**src/rtl/cgra_cfg_arbiter_pkg.sv**
```systemverilog
// Shared definitions for the per-PRR CGRA configuration-port arbiter.
package cgra_cfg_arbiter_pkg;

  localparam int CGRA_CFG_ADDR_WIDTH = 32;
  localparam int CGRA_CFG_DATA_WIDTH = 32;
  localparam int NUM_PRR             = 4;

  typedef enum logic {
    IDLE  = 1'b0,
    GRANT = 1'b1
  } arb_state_e;

  // Width of an index into n masters; at least one bit so a port always exists.
  function automatic int idx_w(input int n);
    return (n > 1) ? $clog2(n) : 1;
  endfunction

endpackage

```
**src/rtl/cgra_cfg_arbiter_rr_picker.sv**
```systemverilog
// Round-robin first-set search: lowest offset from rr_ptr_i with a valid request wins.
module cfg_rr_picker
  import cgra_cfg_arbiter_pkg::*;
#(
  parameter int NUM_REQ = 2,
  parameter int IDX_W   = idx_w(NUM_REQ)
) (
  input  logic [NUM_REQ-1:0] req_valid_i,
  input  logic [IDX_W-1:0]   rr_ptr_i,
  output logic [IDX_W-1:0]   idx_o,
  output logic               found_o
);

  logic [IDX_W-1:0] pos;

  // Scan from the farthest offset back to rr_ptr so the closest hit is written last.
  always_comb begin
    found_o = 1'b0;
    idx_o   = '0;
    pos     = '0;
    for (int i = NUM_REQ - 1; i >= 0; i--) begin
      pos = IDX_W'((int'(rr_ptr_i) + i) % NUM_REQ);
      if (req_valid_i[pos]) begin
        found_o = 1'b1;
        idx_o   = pos;
      end
    end
  end

endmodule

```
**src/rtl/cgra_cfg_arbiter.sv**
```systemverilog
// Arbitrates NUM_REQ configuration masters onto one PRR's CGRA cfg port.
// Round-robin grants with burst locking, registered issue, and read
// responses routed back to the issuing master by a captured ID.
module cgra_cfg_arbiter #(
  parameter int NUM_REQ             = 2,
  parameter int CGRA_CFG_ADDR_WIDTH = cgra_cfg_arbiter_pkg::CGRA_CFG_ADDR_WIDTH,
  parameter int CGRA_CFG_DATA_WIDTH = cgra_cfg_arbiter_pkg::CGRA_CFG_DATA_WIDTH,
  parameter int GRANT_MAX           = 16,
  parameter int IDLE_TIMEOUT        = 8
) (
  input  logic                                                clk,
  input  logic                                                reset,
  input  logic [NUM_REQ-1:0]                                  req_valid,
  output logic [NUM_REQ-1:0]                                  req_ready,
  input  logic [NUM_REQ-1:0]                                  req_wr,
  input  logic [NUM_REQ-1:0]                                  req_last,
  input  logic [NUM_REQ-1:0][CGRA_CFG_ADDR_WIDTH-1:0]         req_addr,
  input  logic [NUM_REQ-1:0][CGRA_CFG_DATA_WIDTH-1:0]         req_wdata,
  output logic [NUM_REQ-1:0]                                  rsp_valid,
  output logic [CGRA_CFG_DATA_WIDTH-1:0]                      rsp_rdata,
  output logic                                                cfg_wr_en,
  output logic [CGRA_CFG_ADDR_WIDTH-1:0]                      cfg_wr_addr,
  output logic [CGRA_CFG_DATA_WIDTH-1:0]                      cfg_wr_data,
  output logic                                                cfg_rd_en,
  output logic [CGRA_CFG_ADDR_WIDTH-1:0]                      cfg_rd_addr,
  input  logic [CGRA_CFG_DATA_WIDTH-1:0]                      cfg_rd_data,
  output logic                                                busy
);

  import cgra_cfg_arbiter_pkg::*;

  localparam int OW = idx_w(NUM_REQ);
  localparam int BW = $clog2(GRANT_MAX + 1);
  localparam int IW = $clog2(IDLE_TIMEOUT + 1);

  arb_state_e             state_q, state_d;
  logic [OW-1:0]          owner_q, owner_d;
  logic [OW-1:0]          rr_ptr_q, rr_ptr_d;
  logic [BW-1:0]          beat_cnt_q, beat_cnt_d;
  logic [IW-1:0]          idle_cnt_q, idle_cnt_d;
  logic [OW-1:0]          pick_idx;
  logic                   pick_found;
  logic [OW-1:0]          owner_inc;
  logic                   accept;
  logic                   acc_wr;
  logic                   acc_last;

  logic                           wr_en_q, rd_en_q;
  logic [CGRA_CFG_ADDR_WIDTH-1:0] wr_addr_q, rd_addr_q;
  logic [CGRA_CFG_DATA_WIDTH-1:0] wr_data_q;
  logic [OW-1:0]                  rd_id_q;
  logic                           rsp_vld_q;
  logic [OW-1:0]                  rsp_id_q;
  logic [CGRA_CFG_DATA_WIDTH-1:0] rsp_data_q;

  cfg_rr_picker #(
    .NUM_REQ (NUM_REQ),
    .IDX_W   (OW)
  ) u_picker (
    .req_valid_i (req_valid),
    .rr_ptr_i    (rr_ptr_q),
    .idx_o       (pick_idx),
    .found_o     (pick_found)
  );

  // Beat handshake decode; ready depends only on registered state and owner.
  always_comb begin
    req_ready = '0;
    if (state_q == GRANT) req_ready[owner_q] = 1'b1;
    accept    = (state_q == GRANT) && req_valid[owner_q];
    acc_wr    = req_wr[owner_q];
    acc_last  = req_last[owner_q];
    owner_inc = (int'(owner_q) == NUM_REQ - 1) ? '0 : owner_q + 1'b1;
  end

  // Next-state logic: pick an owner in IDLE, hold the grant until last, beat cap or idle timeout.
  always_comb begin
    state_d    = state_q;
    owner_d    = owner_q;
    rr_ptr_d   = rr_ptr_q;
    beat_cnt_d = beat_cnt_q;
    idle_cnt_d = idle_cnt_q;
    case (state_q)
      IDLE: begin
        if (pick_found) begin
          state_d    = GRANT;
          owner_d    = pick_idx;
          beat_cnt_d = '0;
          idle_cnt_d = '0;
        end
      end
      GRANT: begin
        if (accept) begin
          if (acc_last || (beat_cnt_q == BW'(GRANT_MAX - 1))) begin
            state_d  = IDLE;
            rr_ptr_d = owner_inc;
          end else begin
            beat_cnt_d = beat_cnt_q + 1'b1;
            idle_cnt_d = '0;
          end
        end else if (idle_cnt_q == IW'(IDLE_TIMEOUT - 1)) begin
          state_d  = IDLE;
          rr_ptr_d = owner_inc;
        end else begin
          idle_cnt_d = idle_cnt_q + 1'b1;
        end
      end
      default: state_d = IDLE;
    endcase
  end

  // Arbitration state registers.
  always_ff @(posedge clk) begin
    if (reset) begin
      state_q    <= IDLE;
      owner_q    <= '0;
      rr_ptr_q   <= '0;
      beat_cnt_q <= '0;
      idle_cnt_q <= '0;
    end else begin
      state_q    <= state_d;
      owner_q    <= owner_d;
      rr_ptr_q   <= rr_ptr_d;
      beat_cnt_q <= beat_cnt_d;
      idle_cnt_q <= idle_cnt_d;
    end
  end

  // Issue stage: an accepted beat drives the CGRA port for one cycle, zeros otherwise;
  // the response stage captures read data with the issuing master's ID one cycle later.
  always_ff @(posedge clk) begin
    if (reset) begin
      wr_en_q    <= 1'b0;
      wr_addr_q  <= '0;
      wr_data_q  <= '0;
      rd_en_q    <= 1'b0;
      rd_addr_q  <= '0;
      rd_id_q    <= '0;
      rsp_vld_q  <= 1'b0;
      rsp_id_q   <= '0;
      rsp_data_q <= '0;
    end else begin
      wr_en_q    <= accept && acc_wr;
      wr_addr_q  <= (accept && acc_wr) ? req_addr[owner_q] : '0;
      wr_data_q  <= (accept && acc_wr) ? req_wdata[owner_q] : '0;
      rd_en_q    <= accept && !acc_wr;
      rd_addr_q  <= (accept && !acc_wr) ? req_addr[owner_q] : '0;
      rd_id_q    <= owner_q;
      rsp_vld_q  <= rd_en_q;
      rsp_id_q   <= rd_id_q;
      rsp_data_q <= rd_en_q ? cfg_rd_data : '0;
    end
  end

  // Response fan-out and status.
  always_comb begin
    rsp_valid = '0;
    if (rsp_vld_q) rsp_valid[rsp_id_q] = 1'b1;
    busy = (state_q != IDLE) || rd_en_q || rsp_vld_q;
  end

  assign rsp_rdata   = rsp_data_q;
  assign cfg_wr_en   = wr_en_q;
  assign cfg_wr_addr = wr_addr_q;
  assign cfg_wr_data = wr_data_q;
  assign cfg_rd_en   = rd_en_q;
  assign cfg_rd_addr = rd_addr_q;

endmodule

```
**config.mk**
```make
export PLATFORM = sky130hd
export DESIGN_NAME = cgra_cfg_arbiter
export DESIGN_NICKNAME = d
export VERILOG_FILES = /design/src/rtl/cgra_cfg_arbiter_pkg.sv /design/src/rtl/cgra_cfg_arbiter_rr_picker.sv /design/src/rtl/cgra_cfg_arbiter.sv
export SDC_FILE = /design/constraint.sdc
export NUM_CORES = 1
export LEC_CHECK = 0
export ABC_AREA = 1
export CAP_MARGIN = 25
export CORE_AREA = 3 3 117 119
export CTS_BUF_LIST = sky130_fd_sc_hd__clkbuf_8
export DETAILED_ROUTE_END_ITERATION = 10
export DIE_AREA = 0 0 120 122
export GPL_ROUTABILITY_DRIVEN = 0
export HOLD_SLACK_MARGIN = 0.1
export PLACE_DENSITY_LB_ADDON = 0.15
export SYNTH_ARGS = -nofsm -noshare
export SYNTH_HDL_FRONTEND = slang
export SYNTH_SLANG_ARGS = --single-unit
```
**constraint.sdc**
```tcl
create_clock -name clk -period 3.7 [get_ports clk]
set_clock_uncertainty 0.1 [all_clocks]
set_input_delay 0.74 -clock clk [delete_from_list [all_inputs] [get_ports clk]]
set_output_delay 0.74 -clock clk [all_outputs]
set_load 0.05 [all_outputs]
```
==> results of run 1 <==
-- kinds of logic (layout without fill, tap and decap cells) --
kind of cell / Yosys count / count (layout) / share of synthesized area [%]
other: 0 / 1 / 0
buffers and inverters: 81 / 392 / 7.515
flip-flops: 145 / 145 / 59.50
AND/OR/NAND/NOR: 233 / 233 / 19.26
adder cells (fa/ha/maj): 3 / 3 / 0.7695
multiplexers: 32 / 32 / 6.566
XOR/XNOR: 1 / 1 / 0.1796
AO/OA/AOI/OAI: 45 / 45 / 6.207
-- worst max-delay path: cells and delay by family (launching register included) --
family,cells,cell delay [ns]
buffers and inverters,2,1.04
DFF,1,0.54
and+or+nand+nor,1,0.13
-- metrics by stage --
step	instance area [sq um]	setup WS, ns	instances	power (uW)	hold slack [ns]
after CTS	8396	0.6759	1022	3396	0.3169
after detailed placement	7991	0.6830	990	2154	0.3059
final	8418	0.7150	1024	3371	0.3112
after floorplan	4878	1.394	540	1887	0.2883
after global placement	7991	0.8202	990	2145	0.3053
after global routing	8418	0.5848	1024	3493	0.3391
-- layer usage --
| metal | vias to the layer above | share of wire (%) | global-route usage, % |
|---|---|---|---|
| met5 | - | 0.11 | 0 |
| met4 | 2 | 2.8 | 9.664 |
| met3 | 31 | 8.2 | 7.753 |
| met2 | 174 | 53 | 39.34 |
| met1 | 2074 | 36 | 21.39 |
| li1 | 2253 | - | - |
-- worst paths after layout --
kind / startpoint / to / slack, ns / cells after the start
max: state_q / req_ready[0] / 0.71 / 3
min: rd_id_q / rsp_id_q / 0.31 / 2
max reg2reg: owner_q / cfg_wr_data[16] / 1.28 / 8
min reg2reg: rd_id_q / rsp_id_q / 0.31 / 2
-- registers in the layout (all words and copies together), names as in the netlist --
name,count
beat_cnt_q,5
cfg_rd_addr,32
cfg_rd_en,1
cfg_wr_addr,32
cfg_wr_data,32
cfg_wr_en,1
idle_cnt_q,4
owner_q,1
rd_id_q,1
rr_ptr_q,1
rsp_id_q,1
rsp_rdata,32
rsp_vld_q,1
state_q,1
-- placed cells by master (no fill, tap or decap), drive strengths merged, types with 3 or more instances in the layout --
cell	n
clkbuf	19
buf	4
mux2i	32
inv	55
ha	3
dfxtp	145
nor2	118
clkdlybuf4s50	302
nand2	98
o21ai	6
clkinv	9
a21oi	38
bufinv	3
nand3	12
nand4	3
-- report_power, final --
part           internal, uW  leakage, uW  switching [uW]
clock network           691     0.000220             562
registers              1590      0.00117            23.9
logic                   252      0.00209             249
-- final cells by class --
cell class / instances / area (sq um) / area share (%)
diodes: 1 / 2.502 / 0.02973
clock buffers: 19 / 261.5 / 3.106
clock inverters: 13 / 142.6 / 1.694
inverters: 54 / 202.7 / 2.408
multi-input cells: 314 / 1609 / 19.11
flip-flops and latches: 145 / 2907 / 34.53
well taps: 172 / 215.2 / 2.556
repair buffers: 306 / 3078 / 36.56
==> impl_metrics.env, run 1 <==
export IMPL_worstSkewPairLatency_ns=0.43
export IMPL_end_kind="output pin"
export IMPL_syn_area_sq_um=4878
export IMPL_synth_area_leaders="dfxtp_1, nor2_1, nand2_1"
export IMPL_grt_pass1_vias=4426
export IMPL_async_flop_share_pct=0
export IMPL_startpoint_type="flip-flop"
export IMPL_utilization_pct=66.44
export IMPL_core_area_sq_um=12670
export IMPL_drtAntennaViolNets=0
export IMPL_slew_viol_final=0
export IMPL_dp_hpwl_um=12920
export IMPL_rows=41
export IMPL_timing_final_crit_share_pct=80.68
export IMPL_cp_arrival_ns=2.15
export IMPL_clk_pin_slew_ns=0.08
export IMPL_rsz0062_at_grt="false"
export IMPL_grt_pass1_wl_um=23780
export IMPL_grt_max_degree=45
export IMPL_power_density_nw_per_um2=400.5
export IMPL_grt_overflow_total=0
export IMPL_die_width_um=120
export IMPL_max_freq_mhz=335.0
export IMPL_dr_pass1_iters=5
export IMPL_viasPerCell=4.428
export IMPL_setup_viol=0
export IMPL_hold_class="reg -> reg"
export IMPL_drc=0
export IMPL_status="finished clean"
export IMPL_required_ns=2.86
export IMPL_slowest_stage="clkdlybuf4s50_1"
export IMPL_synthCells=540
export IMPL_fin_crit_ns=2.985
export IMPL_irDropWorstVdd_uv=189.5
export IMPL_dieArea_sq_um=14640
export IMPL_dr_first_iter_drc_count=175
export IMPL_p_leak_uw=0.003483
export IMPL_initial_core_util_pct=38.50
export IMPL_cts_max_level=4
export IMPL_layout_drive_gt1_share_pct=7.991
export IMPL_cts_hold_buf=0
export IMPL_worst_slew_pin_slew_ns=0.9419
export IMPL_cts_root_buf="clkbuf_8"
export IMPL_clock_sinks=145
export IMPL_ys_ff_latch=145
export IMPL_yosys_area_top_type="dfxtp_1"
export IMPL_ys_flop_type="dfxtp_1"
export IMPL_netlist_area_leader_share_pct=59.50
export IMPL_nets=1009
export IMPL_synth_common_cells="dfxtp_1, nor2_1, nand2_1"
export IMPL_yosysMostFrequentCell="dfxtp_1"
export IMPL_cts_resized=0
export IMPL_cpPeakStageDelay_ns=0.81
export IMPL_track_usage_pct=21.31
export IMPL_nFillCells=1059
export IMPL_numCtsBuffers=17
export IMPL_drv_cap=0
export IMPL_yosysWarnings=0
export IMPL_area_growth_pct=72.56
export IMPL_synth_edff_count=0
export IMPL_ys_seq_area_share_pct=59.50
export IMPL_post_cts_setup_buffer_count=0
export IMPL_synth_area_per_cell_sq_um=9.034
export IMPL_path_max_fanout=10
export IMPL_syn_nets=711
export IMPL_slew_headroom_pct=37.14
export IMPL_io_pins=303
export IMPL_io_buffers=302
export IMPL_path_class="reg -> out"
export IMPL_vias=4534
export IMPL_wl_per_cell_um=15.94
export IMPL_setup_tns_final_ns=0
export IMPL_path_cells="inv_1, nor2_1, clkdlybuf4s50_1"
export IMPL_synth_cell_type_count=24
export IMPL_cts_buffer_depth=2
export IMPL_drt_wl_total_um=16330
export IMPL_die_y_um=122
export IMPL_antenna_found_initial=2
export IMPL_tritoncts="yes"
export IMPL_final_hold_violation_count=0
(Power assumes the default switching activity.)
==> run 2, diff against run 1 <==
--- a/config.mk
+++ b/config.mk
@@ -7,10 +7,10 @@
 export LEC_CHECK = 0
 export ABC_AREA = 1
 export CAP_MARGIN = 25
-export CORE_AREA = 3 3 117 119
+export CORE_MARGIN = 3
+export CORE_UTILIZATION = 34
 export CTS_BUF_LIST = sky130_fd_sc_hd__clkbuf_8
 export DETAILED_ROUTE_END_ITERATION = 10
-export DIE_AREA = 0 0 120 122
 export GPL_ROUTABILITY_DRIVEN = 0
 export HOLD_SLACK_MARGIN = 0.1
 export PLACE_DENSITY_LB_ADDON = 0.15
==> constraint.sdc (replaced) <==
create_clock -name clk -period 2.6 [get_ports clk]
set_clock_uncertainty 0.1 [all_clocks]
set_input_delay 0.52 -clock clk [delete_from_list [all_inputs] [get_ports clk]]
set_output_delay 0.52 -clock clk [all_outputs]
set_load 0.05 [all_outputs]
==> run 2 against run 1 <==
Critical path type unchanged. Sequential power is 41% higher. Non-clock buffer count is 5 higher. Clock power is 62% higher. Global-route usage is 1.7 points lower. Total power is 50% higher. Critical path depth stayed put. Core utilization is 5.2 points lower. Cell count is 1.1% higher. Setup slack worse by 0.52 ns.
==> impl_metrics.env, run 2 (same netlist as run 1, synthesis figures left out) <==
export IMPL_status="finished clean"
export IMPL_cpPeakStageDelay_ns=0.82
export IMPL_drtAntennaViolNets=0
export IMPL_rows=43
export IMPL_wl_per_cell_um=14.90
export IMPL_startpoint_type="flip-flop"
export IMPL_numCtsBuffers=17
export IMPL_setup_viol=0
export IMPL_dieArea_sq_um=15820
export IMPL_dr_first_iter_drc_count=135
export IMPL_power_density_nw_per_um2=591.7
export IMPL_viasPerCell=4.314
export IMPL_drv_cap=0
export IMPL_path_class="reg -> out"
export IMPL_rsz0062_at_grt="false"
export IMPL_worst_slew_pin_slew_ns=0.6011
export IMPL_initial_core_util_pct=35.01
export IMPL_cts_buffer_depth=2
export IMPL_antenna_found_initial=0
export IMPL_nFillCells=1188
export IMPL_post_cts_setup_buffer_count=0
export IMPL_dp_hpwl_um=12120
export IMPL_die_width_um=125.8
export IMPL_utilization_pct=61.26
export IMPL_irDropWorstVdd_uv=317.4
export IMPL_cp_arrival_ns=1.79
export IMPL_grt_overflow_total=0
export IMPL_critPathTopFamily="buffers and inverters"
export IMPL_path_cells="inv_1, nand3_1, clkdlybuf4s50_1"
export IMPL_cp_depth=3
export IMPL_die_y_um=125.8
export IMPL_dr_pass1_iters=4
export IMPL_cts_root_buf="clkbuf_8"
export IMPL_cts_max_level=4
export IMPL_max_freq_mhz=415.0
export IMPL_end_kind="output pin"
export IMPL_core_area_sq_um=13930
export IMPL_tritoncts="yes"
export IMPL_postLayoutCellArea_sq_um=8536
export IMPL_io_pins=303
export IMPL_timing_final_crit_share_pct=92.67
export IMPL_grt_pass1_vias=4651
export IMPL_final_hold_violation_count=0
export IMPL_path_max_fanout=7
export IMPL_final_common_cell="clkdlybuf4s50_1"
export IMPL_holdPathStages=2
export IMPL_cts_hold_buf=0
export IMPL_antenna_cells=0
export IMPL_fin_crit_ns=2.409
export IMPL_vias=4465
export IMPL_setup_tns_final_ns=0
export IMPL_p_leak_uw=0.003532
export IMPL_nets=1014
export IMPL_worstSkewPairLatency_ns=0.43
export IMPL_drt_wl_total_um=15420
export IMPL_layout_drive_gt1_share_pct=8.655
export IMPL_area_growth_pct=74.97
export IMPL_slew_viol_final=0
export IMPL_grt_pass1_wl_um=24290
export IMPL_slowest_stage="clkdlybuf4s50_1"
export IMPL_io_buffers=302
export IMPL_layout_common_cells="clkdlybuf4s50_1, dfxtp_1, nor2_1"
export IMPL_slew_headroom_pct=59.80
export IMPL_cts_resized=0
export IMPL_clk_pin_slew_ns=0.07
export IMPL_dpl_cell_area_sq_um=8066
export IMPL_drc=0
export IMPL_r2r_cells=9
export IMPL_path_buf_inv=2
export IMPL_clock_sinks=145
export IMPL_grt_max_degree=45
export IMPL_hold_class="reg -> reg"
export IMPL_track_usage_pct=19.57
export IMPL_required_ns=1.98
-- run 2: final timing paths --
kind	slack [ns]	end	start
hold reg to reg	0.31	rsp_id_q	rd_id_q
setup / recovery	0.19	busy	state_q
setup reg to reg	0.84	beat_cnt_q[0]	beat_cnt_q[0]
hold / removal	0.31	rsp_id_q	rd_id_q
-- run 2: worst min-delay path, cell delays in order, from the launching register on --
cell,delay [ns]
dfxtp_1,0.30
inv_1,0.04
nor2_1,0.03
-- run 2: final cells by class --
type	instances	area, sq um	share of cell area, %
clock buffers	21	289.0	3.386
clock inverters	10	180.2	2.111
well taps	180	225.2	2.639
flip-flops and latches	145	2907	34.05
multi-input cells	314	1609	18.85
repair buffers	311	3123	36.59
inverters	54	202.7	2.375
-- run 2: per-layer routing --
metal | vias up | global-route usage (%) | wire [um]
li1 | 2265 | - | -
met5 | - | 0 | 0
met3 | 29 | 6.022 | 1051
met1 | 2002 | 21.32 | 5988
met2 | 169 | 35.68 | 8017
met4 | 0 | 7.256 | 365
-- run 2: through the flow --
step	instances	power, uW	hold slack, ns	setup slack (ns)
floorplan	540	2685	0.2883	0.5138
global placement	1004	3063	0.3031	0.5697
detailed placement	1004	3074	0.2956	0.5297
CTS	1035	5121	0.3047	0.1382
global route	1035	5282	0.3237	0.03535
finish	1035	5050	0.3090	0.1906
-- run 2: report_power, final --
group | switching (uW) | internal [uW] | total (uW)
clock | 794 | 1240 | 2030
combinational | 369 | 364 | 733
sequential | 18.6 | 2270 | 2290
total | 1180 | 3870 | 5050
==> run 3, diff against run 2 <==
--- a/config.mk
+++ b/config.mk
@@ -7,7 +7,7 @@
 export LEC_CHECK = 0
 export ABC_AREA = 1
 export CAP_MARGIN = 25
-export CORE_MARGIN = 3
+export CORE_MARGIN = 4
 export CORE_UTILIZATION = 34
 export CTS_BUF_LIST = sky130_fd_sc_hd__clkbuf_8
 export DETAILED_ROUTE_END_ITERATION = 10
==> run 3 against run 2 <==
Sequential power about the same. Critical endpoint is now rsp_valid[0]. Count of clock-buffer cells in the layout down 4. Routed wire length down 0.31%. Clock power down 17%. Critical path depth unchanged. Total power down 7.0%. Combinational power down 2%. Setup slack better by 0.047 ns. Register-to-register slack worse by 0.17 ns. Worst hold slack better by 0.013 ns.
==> impl_metrics.env, run 3 (same netlist as run 1, synthesis figures left out) <==
export IMPL_status="finished clean"
export IMPL_placedCellCount=1002
export IMPL_final_hold_violation_count=0
export IMPL_cp_arrival_ns=1.74
export IMPL_rows=43
export IMPL_area_growth_pct=72.61
export IMPL_layout_drive_gt1_share_pct=8.782
export IMPL_cts_buffer_depth=2
export IMPL_dp_hpwl_um=12200
export IMPL_clock_sinks=145
export IMPL_p_int_uw=3410
export IMPL_slowest_stage="clkdlybuf4s50_1"
export IMPL_setup_tns_final_ns=0
export IMPL_clk_pin_slew_ns=0.08
export IMPL_max_freq_mhz=423.3
export IMPL_worstSkewPairLatency_ns=0.44
export IMPL_viasPerCell=4.309
export IMPL_initial_core_util_pct=34.87
export IMPL_numCtsBuffers=17
export IMPL_startpoint_type="flip-flop"
export IMPL_hold_class="reg -> reg"
export IMPL_fin_crit_ns=2.362
export IMPL_io_buffers=302
export IMPL_drv_cap=0
export IMPL_fin_ws_ns=0.2377
export IMPL_cts_hold_buf=0
export IMPL_p_comb_share_pct=15.2
export IMPL_tritoncts="yes"
export IMPL_critPathTopFamily="buffers and inverters"
export IMPL_io_pins=303
export IMPL_min_from="rd_id_q"
export IMPL_finalPower_uw=4696
export IMPL_cts_resized=0
export IMPL_grt_pass1_vias=4524
export IMPL_netSwitchingPower_uw=1286
export IMPL_cpPeakStageDelay_ns=0.83
export IMPL_dr_pass1_iters=4
export IMPL_vias=4455
export IMPL_grt_pass1_wl_um=23070
export IMPL_nFillCells=1199
export IMPL_slew_headroom_pct=61.03
export IMPL_required_ns=1.98
export IMPL_p_leak_uw=0.003457
export IMPL_cts_root_buf="clkbuf_8"
export IMPL_track_usage_pct=18.18
export IMPL_core_area_sq_um=13990
export IMPL_irDropWorstVdd_uv=298.0
export IMPL_clockPowerShare_pct=35.9
export IMPL_dr_first_iter_drc_count=173
export IMPL_worst_slew_pin_slew_ns=0.5827
export IMPL_path_buf_inv=2
export IMPL_path_cells="inv_1, nor2_1, clkdlybuf4s50_1"
export IMPL_grt_overflow_total=0
export IMPL_end_kind="output pin"
export IMPL_utilization_pct=60.20
export IMPL_final_common_cell="clkdlybuf4s50_1"
export IMPL_dieArea_sq_um=16330
export IMPL_cts_max_level=4
export IMPL_post_cts_setup_buffer_count=0
export IMPL_fin_cells=1034
export IMPL_wl_per_cell_um=14.87
export IMPL_path_max_fanout=2
export IMPL_layout_common_cells="clkdlybuf4s50_1, dfxtp_1, nor2_1"
export IMPL_nets=1012
export IMPL_reg2reg_from="owner_q"
export IMPL_antenna_cells=0
export IMPL_antenna_found_initial=0
export IMPL_grt_max_degree=40
export IMPL_drc=0
export IMPL_setup_viol=0
export IMPL_drt_wl_total_um=15380
export IMPL_switching_share_pct=27.39
export IMPL_startpoint="rsp_vld_q"
export IMPL_slew_viol_final=0
export IMPL_path_class="reg -> out"
export IMPL_drtAntennaViolNets=0
export IMPL_rsz0062_at_grt="false"
export IMPL_dpl_worst_slack_ns=0.4838
export IMPL_die_width_um=127.8
export IMPL_power_density_nw_per_um2=557.7
export IMPL_seqPwrFrac_pct=48.9
export IMPL_timing_final_crit_share_pct=90.86
export IMPL_die_y_um=127.8
## run 3: cell types whose count changed in the layout (fill, tap and decap cells not counted), sizes merged
| cell | before | now |
|---|---|---|
| bufinv | 5 | 1 |
| buf | 11 | 10 |
| inv | 56 | 62 |
| clkbuf | 21 | 17 |
| clkdlybuf4s50 | 300 | 299 |
| clkinvlp | 1 | 4 |
## run 3: routing by layer
| layer | track usage (%) | share of wire (%) |
|---|---|---|
| met2 | 33.67 | 53 |
| met3 | 5.667 | 7.5 |
| met4 | 6.866 | 2.2 |
| met1 | 19.16 | 37 |
| met5 | 0 | 0 |
## run 3: worst paths after layout
check | to | slack [ns] | depth (start not counted)
setup reg to reg | cfg_wr_data[17] | 0.67 | 8
hold / removal | rsp_id_q | 0.32 | 2
hold reg to reg | rsp_id_q | 0.32 | 2
setup / recovery | rsp_valid[0] | 0.24 | 3
## run 3: stage by stage
| step | hold WS, ns | cell area, sq um |
|---|---|---|
| after global placement | 0.3122 | 8036 |
| after floorplan | 0.2883 | 4878 |
| after detailed placement | 0.3113 | 8036 |
| final | 0.3215 | 8421 |
| after global routing | 0.3467 | 8421 |
| after CTS | 0.3233 | 8421 |
## run 3: area by class of cell
type,instances,area [sq um],share of cell area [%]
clock buffer,17,234.0,2.779
clock inverter,15,150.1,1.783
inverter,54,202.7,2.407
multi-input combinational,314,1609,19.11
sequential,145,2907,34.52
tap,180,225.2,2.675
timing repair buffer,309,3093,36.73
## run 3: worst register-to-register path, delay by kind of cell, from the launching register on
kind,cells,cell delay [ns]
buffers and inverters,3,0.67
flip-flops,1,0.61
AND/OR/NAND/NOR,4,0.34
AO/OA/AOI/OAI,1,0.10
## run 3: power by group through the flow
stage          sequential (uW)  combinational [uW]  clock [uW]
5_1_grt                   2300                 766        1840
3_5_place_dp              2350                 719           0
3_3_place_gp              2350                 713           0
2_1_floorplan             2460                 222           0
4_1_cts                   2300                 723        1740
6_report                  2300                 715        1680
